### src/rtl/mem_arbiter.sv
`default_nettype none
// ============================================================================
// Module   : mem_arbiter
// Brief    : Single-port RAM arbiter for CPU fetch and data ports, data
//            priority with a fetch starvation guard, registered read data.
// Revision : 1.0
// ============================================================================
module mem_arbiter #(
    parameter int ADDR_W     = 32,
    parameter int DATA_W     = 32,
    parameter int MEM_LAT    = 1,
    parameter int STARVE_MAX = 4
) (
    input  logic              sys_clk,
    input  logic              sys_rst,
    input  logic              if_req,
    input  logic [ADDR_W-1:0] if_addr,
    output logic [DATA_W-1:0] if_rdata,
    output logic              if_done,
    input  logic              d_req,
    input  logic              d_we,
    input  logic [ADDR_W-1:0] d_addr,
    input  logic [DATA_W-1:0] d_wdata,
    output logic [DATA_W-1:0] d_rdata,
    output logic              d_done,
    output logic              mem_en,
    output logic              mem_we,
    output logic [ADDR_W-1:0] mem_addr,
    output logic [DATA_W-1:0] mem_wdata,
    input  logic [DATA_W-1:0] mem_rdata
);

    typedef enum logic [1:0] {
        S_IDLE = 2'd0,
        S_WAIT = 2'd1,
        S_DONE = 2'd2
    } state_t;

    localparam logic [2:0] c_LAT_INIT   = 3'(MEM_LAT - 1);
    localparam logic [3:0] c_STARVE_MAX = 4'(STARVE_MAX);

    state_t            r_state;
    state_t            w_next_state;
    logic [2:0]        r_lat_cnt;
    logic [3:0]        r_starve_cnt;
    logic              r_gnt_d;
    logic              r_gnt_we;
    logic [DATA_W-1:0] r_if_rdata;
    logic [DATA_W-1:0] r_d_rdata;
    logic              w_issue;
    logic              w_pick_d;
    logic              w_contested;

    always_comb begin
        w_next_state = r_state;
        w_contested  = if_req && d_req;
        w_pick_d     = d_req && !(w_contested && (r_starve_cnt == c_STARVE_MAX));
        w_issue      = 1'b0;
        mem_en       = 1'b0;
        mem_we       = 1'b0;
        mem_addr     = '0;
        mem_wdata    = '0;
        if_done      = 1'b0;
        d_done       = 1'b0;
        case (r_state)
            S_IDLE: begin
                // Issue is suppressed under reset so the strobe never leaks
                if (!sys_rst && (if_req || d_req)) begin
                    w_issue      = 1'b1;
                    mem_en       = 1'b1;
                    mem_we       = w_pick_d && d_we;
                    mem_addr     = w_pick_d ? d_addr : if_addr;
                    mem_wdata    = w_pick_d ? d_wdata : '0;
                    w_next_state = S_WAIT;
                end
            end
            S_WAIT: begin
                if (r_lat_cnt == 3'd0) begin
                    w_next_state = S_DONE;
                end
            end
            S_DONE: begin
                d_done       = r_gnt_d && !sys_rst;
                if_done      = !r_gnt_d && !sys_rst;
                w_next_state = S_IDLE;
            end
            default: w_next_state = S_IDLE;
        endcase
    end

    always_ff @(posedge sys_clk) begin
        if (sys_rst) begin
            r_state      <= S_IDLE;
            r_lat_cnt    <= 3'd0;
            r_starve_cnt <= 4'd0;
            r_gnt_d      <= 1'b0;
            r_gnt_we     <= 1'b0;
            r_if_rdata   <= '0;
            r_d_rdata    <= '0;
        end else begin
            r_state <= w_next_state;
            case (r_state)
                S_IDLE: begin
                    if (w_issue) begin
                        r_gnt_d   <= w_pick_d;
                        r_gnt_we  <= w_pick_d && d_we;
                        r_lat_cnt <= c_LAT_INIT;
                        // Only a data win over a waiting fetch counts toward starvation
                        if (w_pick_d && w_contested) begin
                            if (r_starve_cnt != c_STARVE_MAX) begin
                                r_starve_cnt <= r_starve_cnt + 4'd1;
                            end
                        end else begin
                            r_starve_cnt <= 4'd0;
                        end
                    end
                end
                S_WAIT: begin
                    if (r_lat_cnt != 3'd0) begin
                        r_lat_cnt <= r_lat_cnt - 3'd1;
                    end else if (r_gnt_d) begin
                        if (!r_gnt_we) begin
                            r_d_rdata <= mem_rdata;
                        end
                    end else begin
                        r_if_rdata <= mem_rdata;
                    end
                end
                default: ;
            endcase
        end
    end

    assign if_rdata = r_if_rdata;
    assign d_rdata  = r_d_rdata;

endmodule
`default_nettype wire

### config.mk
export PLATFORM = sky130hd
export DESIGN_NAME = mem_arbiter
export DESIGN_NICKNAME = d
export VERILOG_FILES = /design/src/rtl/mem_arbiter.sv
export SDC_FILE = /design/constraint.sdc
export NUM_CORES = 1
export LEC_CHECK = 0
export BUFFER_PORTS_ARGS = -buffer_cell sky130_fd_sc_hd__buf_2
export CAP_MARGIN = 20
export CORE_AREA = 2 2 103 105
export CTS_BUF_LIST = sky130_fd_sc_hd__clkbuf_4 sky130_fd_sc_hd__clkbuf_8
export CTS_CLUSTER_SIZE = 28
export DETAILED_ROUTE_END_ITERATION = 12
export DIE_AREA = 0 0 105 107
export PLACE_DENSITY = 0.74
export SYNTH_ARGS = -nofsm -noshare
export SYNTH_HDL_FRONTEND = slang
export SYNTH_SLANG_ARGS = --single-unit
### constraint.sdc
create_clock -name sys_clk -period 4.42 [get_ports sys_clk]
set_input_delay 0 -clock sys_clk [delete_from_list [all_inputs] [get_ports sys_clk]]
set_output_delay 0 -clock sys_clk [all_outputs]
set_load 0.03 [all_outputs]
-- Yosys cells after proc, flatten, opt, wreduce, memory -nomap -nowiden
Cells that the tools add are included.
- magnitude comparators: 0
- div/mod/pow operators: 0
- shift-type cells: 0
- muxes and demuxes: 20
- multiply operators: 0
- $add $sub $neg: 2
- reduce and logical (&&, ||, !) cells: 22
- bitwise gates (word level): 3
- equal/unequal tests: 9
- operator list (kind ; number):
    two-way mux 32 bit ; 6
    AND reduction 3 bit ; 3
    logical AND 1 bit ; 8
    two-way mux 4 bit ; 2
    inequality test 2 bit, second input constant ; 4
    two-way mux 1 bit ; 6
    two-way mux 3 bit ; 2
    one-hot mux 3 bit (2 select lines) ; 1
    adder 4 x 1 -> 4 bit, second input constant ; 1
    equality test 4 x 3 -> 1 bit, second input constant ; 1
    two-way mux 2 bit ; 2
    inequality test 4 x 3 -> 1 bit, second input constant ; 1
    one-hot mux 2 bit (2 select lines) ; 1
    AND reduction 2 bit ; 2
    AND reduction 4 bit ; 1
    zero test 1 bit ; 3
    zero test 3 bit ; 1
    NOT 1 bit ; 3
    nonzero test 3 bit ; 1
    subtractor 3 x 1 -> 3 bit, second input constant ; 1
    equality test 2 x 1 -> 1 bit, second input constant ; 1
    equality test 2 bit, second input constant ; 1
    zero test 2 bit ; 1
    inequality test 2 x 1 -> 1 bit, second input constant ; 1
    2 further kinds ; 2
- ROM bits: 0
- memories kept: 0
- memory bits (writable): 0
- word-level logic and storage cells: 63
- register bits after elaboration: 75
- output and inout bits: 132
- bits in latches: 0

-- Logic depth before layout (Yosys ltp)
Gate-level depths: netlist (run 1).
- depth in word-level cells: 7
- mapped depth: 8
- mapped depth without buffers: 6

-- Least setup slack after synthesis (run 1)
OpenSTA, ideal clock, no wires.
- kind: register -> output
- start point: register r_state[1]
- end point: output mem_addr[0]
- cell stages (with the launch flop): 7
- slack: 2.657 ns
- arrival: 1.763 ns
- path buffers: 3
- cells stage by stage: dfxtp_1 -> buf_4 -> nor3_2 -> buf_2 -> buf_4 -> nand3_1 -> o21ai_0
- cells in the longest elaborated chain, start to end: 2
- ends and longest elaborated chain (what ; RTL line ; RTL):
    start: declaration ; 42 ; state_t r_state;
    start signal: assignment ; 101 ; r_state <= w_next_state;
    zero test 2 bit ; 65 ; case (r_state)
    two-way mux 32 bit ; 65 ;
    end: declaration ; 28 ; output logic [ADDR_W-1:0] mem_addr,
No other way between the ends.

-- Worst setup path after layout (run 1)
- start point: register r_state[1]
- end point: output mem_we
- cells in the longest elaborated chain, start to end: 2
- ends and longest elaborated chain (what ; RTL line ; RTL):
    zero test 2 bit ; 65 ;
    two-way mux 1 bit ; 65 ;
    end: declaration ; 27 ; output logic mem_we,
No other way between the ends.

==> metrics.md, run 1 <==
| Metric | Value |
|---|---|
| Final setup vio count | 0 |
| Post-layout min period | 2.475 ns |
| Flop pwr share | 42.8% |
| Syn. warnings | 0 |
| Worst slew margin | 28.13% |
| FMAX | 404.0 MHz |
| RSZ-0062 raised after global routing | no |
| DRT antenna net count | 0 |
| Syn_nets | roughly 660 |
| Post-synthesis sequential area ratio | 39.25% |
| Diodes inserted | 0 |
| Req. time, crit path | around 4.4 ns |
| Die Span Y | 107 um |
| Worst reg2reg setup slack | 2.26 ns |
| WP data arrival | 2.48 ns |
| Starting Density | 37.90% |
| Avg Synthesized Cell Area | 7.356 sq um |
| Global placer's final weighted congestion | 0.7745 |
| Pint | 1.132 mW |
| Total gr overflow | 0 |
| CTS sink cnt | 75 |
| Reg2Reg Depth | 3 |
| Leak | 2.745 nW |
| DR vias/cell | around 5.3 |
| Worst setup EP type | primary output |
| Pwr dens | ~290 nW/um^2 |
| Slew @ Worst Pin | 1.073 ns |
| Comb pwr share | between 20% and 30% |
| TritonCTS buffer count | 9 |
| Initial drt markers | 442 |
| # DRC | 0 |
| Clock Skew | 0.01169 ns |
| Routed via count | about 5,000 |
| Initial antenna violation count | 1 |
| Post-synth ARST share | 0% |
| Hold Path Stages | 3 |
| Crit Path Class | flop to primary output |
| Status | finished, final reports clean |
| Final Hold Fails | 0 |
| Vias in the first global route | 4,459 |
| Design area | 5736 sq um |
| Core Box Area | 10,090 sq um |
| Rows | 37 |
| Largest net degree at the start of global routing | 85 |
| Share of cells above drive strength 1 | 37.77% |
| Hpwl dp | 9.574 mm |
| Max Cap Viol | 0 |
| Postcts setup bufs | 0 |
| Clock Latency Late Sink | 0.34 ns |
| Die width | 105 um |
| Worst hold path type | input port to flop |
| First drt pass iteration count | 7 |
| Setup TNS Final | 0 ns |
| Synthesized area | 3825 sq um |
| CTS H-tree lvls | 3 |
| GRT Overall Usage | 22.88% |
| Clk pwr share | 32.4% |
| Boundary pin count | 265 |
| Final net count | 913 |
| Post-synth EDFFs | 0 |
| Number of synthesized register bits | between 70 and 80 |
| Main synth FF type | dfxtp_1 |
| Critical Path Fanout Max | 33 |
| Die Footprint | between 10,000 and 15,000 sq um |
| CTS tree | done |
| Max Slew Vio Count | 0 |
| WL final | about 14 mm |
| Area Overhead vs Synth | 49.95% |
| Count of cell types in the netlist | 38 |
| Hold Buf Count CTS | 34 |
| Longest Clk Path Bufs | 2 |
| Area post-placement | 5122 sq um |
| Switch Pwr | 0.5256 mW |
| PostCTS Resize Cnt | 0 |
| Final worst path period share | 56.00% |
| First-pass GRT wire length | between 20 and 25 mm |
| Startpoint types | flop |
| Root Driver | clkbuf_8 |
| IO buf count | 264 |
| Syn Inst Count | 520 |
| Peak supply drop | 0.0001978 V |
| Clk pin slew, worst setup/hold paths | 0.07 ns |
| Setup ws final | 1.945 ns |
| Wire per inst | 15.14 um |
| Place WS | between 2 and 2.5 ns |
| Switching portion of total power | 31.71% |
critical path, stage by stage, from the launching register on:
cell,delay (ns)
dfxtp_1,0.46
nor4b_4,1.00
nand2_1,0.31
nor2_1,0.16
buf_2,0.22
flip-flops by register name, indices dropped and copies added (netlist names):
name and cells:
r_lat_cnt 3, r_gnt_d 1, d_rdata 32, r_state 2, r_starve_cnt 4, r_gnt_we 1, if_rdata 32
power by group through the flow:
stage | combinational (mW) | clock, mW | sequential [mW]
final | 0.411 | 0.538 | 0.709
after global routing | 0.440 | 0.571 | 0.712
after CTS | 0.399 | 0.551 | 0.709
after detailed placement | 0.375 | 0 | 0.725
after global placement | 0.363 | 0 | 0.723
after floorplan | 0.210 | 0 | 0.752
cell families after synthesis:
| family | after synthesis | share of synthesized area, % |
|---|---|---|
| AOI/OAI and AO/OA | 143 | 19.46 |
| adders and majority gates | 4 | 1.309 |
| buffers and inverters | 70 | 8.178 |
| DFF | 75 | 39.25 |
| and+or+nand+nor | 228 | 31.80 |
per-layer routing:
| layer | track usage (%) | vias up | part of all wire [%] |
|---|---|---|---|
| met5 | 0 | - | 0.094 |
| met2 | 42.16 | 194 | 51 |
| li1 | - | 2364 | - |
| met3 | 4.438 | 27 | 5.7 |
| met1 | 26.83 | 2288 | 41 |
| met4 | 6.762 | 2 | 1.9 |
Yosys cell counts (5+ instances only):
| cell type | n | share of area [%] |
|---|---|---|
| buf_1 | 7 | 0.69 |
| and3_1 | 32 | 5.2 |
| nand4_1 | 32 | 5.2 |
| buf_2 | 19 | 2.5 |
| clkbuf_1 | 30 | 2.9 |
| buf_4 | 5 | 0.98 |
| a21oi_1 | 68 | 8.9 |
| inv_1 | 7 | 0.69 |
| dfxtp_1 | 75 | 39 |
| o21ai_0 | 64 | 8.4 |
| nor2_1 | 5 | 0.49 |
| nand2_1 | 68 | 6.7 |
| nand3_1 | 65 | 8.5 |
final timing paths:
check | from | to
min reg2reg | if_rdata[21]$_SDFFE_PP0P_ | if_rdata[21]$_SDFFE_PP0P_
max reg2reg | r_state[1]$_SDFFE_PP0P_ | r_starve_cnt[2]$_SDFFE_PP0P_
min | sys_rst | r_state[1]$_SDFFE_PP0P_
max | r_state[1]$_SDFFE_PP0P_ | mem_we
cells in the final DEF (no fill, tap or decap), types with 3 or more instances in the layout:
| master | count |
|---|---|
| o32ai_1 | 3 |
| inv_1 | 7 |
| nand2b_1 | 4 |
| ha_1 | 4 |
| nor2_1 | 5 |
| dfxtp_1 | 75 |
| buf_4 | 5 |
| o211ai_1 | 3 |
| nand3_1 | 65 |
| buf_16 | 3 |
| o21ai_0 | 64 |
| a21oi_1 | 68 |
| buf_2 | 264 |
| and3_1 | 32 |
| nand2_1 | 68 |
| dlygate4sd3_1 | 34 |
| nand4_1 | 32 |
| clkbuf_8 | 10 |
stage by stage:
stage / hold slack [ns] / power, mW / util [%] / instances
5_1_grt: 0.3832 / 1.723 / 56.83 / 917
6_report: 0.3622 / 1.658 / 56.83 / 917
3_3_place_gp: 0.2476 / 1.086 / 50.48 / 863
3_5_place_dp: 0.2554 / 1.099 / 50.76 / 864
4_1_cts: 0.3453 / 1.659 / 56.14 / 914
2_1_floorplan: 0.1360 / 0.9620 / - / 520
cell type report:
class | instances | area [sq um]
timing repair buffer | 307 | 1797
sequential | 75 | 1501
tap | 136 | 170.2
multi-input combinational | 375 | 2034
clock inverter | 4 | 50.05
fill | 930 | 4357
inverter | 8 | 30.03
clock buffer | 12 | 152.6
No activity file was read; power rests on OpenSTA's default activity.
==> run 2, diff against run 1 <==
Settings changed: ABC_AREA set to 1, CORE_AREA 2 2 103 105 to 2 2 102 104, DIE_AREA 0 0 105 107 to 0 0 104 106, PLACE_DENSITY 0.74 to 0.73.
Clock period 4.42 ns to 2.32 ns, I/O delays scaled along.
==> run 2 against run 1 <==
Area after synthesis shrank 5.9%. Critical endpoint is now mem_addr[19]. Critical path type unchanged. Cell count is 5.7% higher. Combinational power increased by 120%. Synthesized cell count up 5.0%.
==> metrics.md, run 2 <==
| Metric | Value |
|---|---|
| Syn Inst Count | 546 (+5.0%) |
| Mux contribution to synthesized area | 0% (unchanged) |
| Reg2Reg Depth | 8 (+5) |
| Avg Synthesized Cell Area | 6.593 sq um (-10%) |
| Place WS | 0.4368 ns (-1.770 ns) |
| Vias in the first global route | 4,106 (-7.9%) |
| Clock Latency Late Sink | 0.34 ns (about the same) |
| Post-synth ARST share | 0% (unchanged) |
| Setup TNS Final | 0 ns (unchanged) |
| Max layer used | met5 |
| Post-synth EDFFs | 0 (unchanged) |
| Met3 Wirelength | 959 um (+21%) |
| Share of cells above drive strength 1 | 35.89% (-1.9 points) |
| Number of synthesized register bits | 75 (unchanged) |
| Count of cell types in the netlist | 23 (-39%) |
| Area Overhead vs Synth | 51.93% |
| IO buf count | 264 (unchanged) |
| Startpoint types | flop |
| TritonCTS buffer count | 9 (unchanged) |
| Hold Path Stages | 3 (unchanged) |
| Largest net degree at the start of global routing | 68 (-20%) |
| Worst slew margin | 60.62% (+32 points) |
| Met1 wire length | 4.966 mm (-13%) |
| Routed via count | 4,375 (-10%) |
| CTS tree | done |
| WL final | 12.28 mm (-12%) |
| Rows | 37 (unchanged) |
| Commonest cells post-synth | nor2_1, o21ai_0, dfxtp_1 |
| Post-synthesis sequential area ratio | 41.71% (+2.5 points) |
| Peak supply drop | 0.0004326 V (+120%) |
| Die Footprint | 11,020 sq um (-1.9%) |
| Clk pin slew, worst setup/hold paths | 0.07 ns (about the same) |
| Post-layout min period | about 2.1 ns |
| Worst hold path type | input port to flop |
| Post-Route Utilization | 54.69% (-2.1 points) |
| RSZ-0062 raised after global routing | no |
| Die Span Y | 106 um (-0.93%) |
| Slew @ Worst Pin | 0.5898 ns (-0.4836 ns) |
| Synth Area in Compound Gates | 14.18% (-5.3 points) |
| Core Box Area | 10000 sq um (-0.92%) |
| Max Cap Viol | 0 (unchanged) |
| Longest Clk Path Bufs | 2 (unchanged) |
| RR Endpoint | d_rdata[18]$_SDFFE_PP0P_ |
| Worst setup EP type | primary output |
| Req. time, crit path | 2.32 ns (-2.10 ns) |
| Crit Path Class | flop to primary output |
| Diodes inserted | 0 (unchanged) |
| Worst reg2reg setup slack | 0.40 ns (-1.86 ns) |
| Starting Density | 36.00% (-1.9 points) |
| DRT antenna net count | 0 (unchanged) |
| Critical Path Start | r_starve_cnt[0]$_SDFFE_PP0P_ |
| Root Driver | clkbuf_8 |
| Main synth FF type | dfxtp_1 |
| Critical Path Fanout Max | 33 (unchanged) |
| CTS sink cnt | 75 (unchanged) |
| First-pass GRT wire length | 19.79 mm (-8.4%) |
| First drt pass iteration count | 4 (-3) |
| Cell taking the most area after synthesis | dfxtp_1 |
| Commonest non-fill, non-tap cell in the layout | buf_2 |
| RR Startpoint | r_lat_cnt[0]$_SDFFE_PP0P_ |
| Die width | 104 um (-0.95%) |
| Cell count after placement | 920 (+6.5%) |
| Hold Slack | 0.04236 ns (-0.3198 ns) |
| Global placer's final weighted congestion | 0.8732 (+13%) |
| Area post-placement | 4925 sq um (-3.9%) |
| Setup ws final | 0.2130 ns (-1.732 ns) |
| Leak | 3.088 nW (+13%) |
| Design area | 5469 sq um (-4.6%) |
| DR vias/cell | 4.515 (-15%) |
| Adder-cell area share of the yosys netlist | 1.390% (+0.082 points) |
| Most frequent cells in the layout | buf_2, nor2_1, o21ai_0, dfxtp_1, inv_1 |
| Wire per inst | 12.67 um (-16%) |
| Clock Skew | 0.01281 ns (+0.001118 ns) |
| Initial drt markers | 301 (-32%) |
| Syn_nets | 683 (+4.0%) |
| Pwr dens | 606.6 nW/um^2 (+110%) |
| Status | finished, final reports clean |
| Hpwl dp | 8.819 mm (-7.9%) |
| Final net count | 965 (+5.7%) |
| CTS H-tree lvls | 3 (unchanged) |
| Syn. warnings | 0 (unchanged) |
| Crit path to | mem_addr[19] |
| Top-count cell post-synth | nor2_1 |
| Final worst path period share | 90.82% |
| WP data arrival | 2.11 ns (-0.37 ns) |
| Area share of the largest cell type after synthesis | 41.71% (+2.5 points) |
| Total gr overflow | 0 (unchanged) |
| Post-Synth XOR/XNOR Area | 0.2433% (+0.24 points) |
| Final setup vio count | 0 (unchanged) |
| Synth area leaders | dfxtp_1, nor2_1, o21ai_0 |
| Initial antenna violation count | 1 (unchanged) |
| Final Hold Fails | 0 (unchanged) |
| Cell Count, Final, Fillers Out | 969 (+5.7%) |
| Synthesized area | 3600 sq um (-5.9%) |
| Largest family of logic cells by synthesized area | simple AND/OR/NAND/NOR gates |
| GRT Overall Usage | 21.72% (-1.2 points) |
| # DRC | 0 (unchanged) |
| Final Power | 3.318 mW (+100%) |
| Wire length on met2 | 6.088 mm (-14%) |
| Boundary pin count | 265 (unchanged) |
| Synth Area in Simple Gates | 31.28% (-0.51 points) |
| Max Slew Vio Count | 0 (unchanged) |
| FMAX | 474.6 MHz |
run 2: area by class of cell:
class,count,area (sq um)
inverters,49,183.9
clock buffers,10,137.6
well taps,136,170.2
multi-input cells,389,1700
clock inverters,6,71.32
fillers,1007,4531
flip-flops and latches,75,1501
repair buffers,304,1704
run 2: timing repair:
item,in CTS,in global routing
hold buffers,33,0
resized for setup,0,1
setup buffers,0,0
endpoints found under the setup margin,0,17
hold endpoints to repair,70,0
run 2: critical path, stage by stage (launching register included):
cell and delay, ns:
dfxtp_1 0.39, inv_1 0.07, ha_1 0.21, nand2_1 0.07, nor2_1 0.05, nor2_2 0.14
buf_4 0.35, nor2_1 0.07, nor2_1 0.19, buf_2 0.24
run 2: cells by family after synthesis:
logic type	count (synthesis)
AND/OR/NAND/NOR	282
adder cells (fa/ha/maj)	4
XOR/XNOR	1
buffers and inverters	82
flip-flops	75
AO/OA/AOI/OAI	102
run 2: worst min path at each step:
stage	from	slack [ns]	endpoint
global route	d_we	0.04	r_gnt_we$_SDFFE_PP0P_
CTS	d_we	0.04	r_gnt_we$_SDFFE_PP0P_
finish	d_we	0.04	r_gnt_we$_SDFFE_PP0P_
floorplan	mem_rdata[4]	0.13	d_rdata[4]$_SDFFE_PP0P_
detailed placement	mem_rdata[21]	0.24	d_rdata[21]$_SDFFE_PP0P_
global placement	mem_rdata[15]	0.24	d_rdata[15]$_SDFFE_PP0P_
run 2: metal layers:
metal  GRT usage (%)  vias to the layer above
met1           25.43                     1927
met4           7.625                        2
met2           38.72                      173
li1                -                     2254
met5               0                        -
met3           5.273                       19
run 2: where the power goes:
part / switching, mW / internal (mW) / total (mW)
clock network: 0.498 / 0.535 / 1.03
logic: 0.583 / 0.308 / 0.891
registers: 0.0376 / 1.36 / 1.39
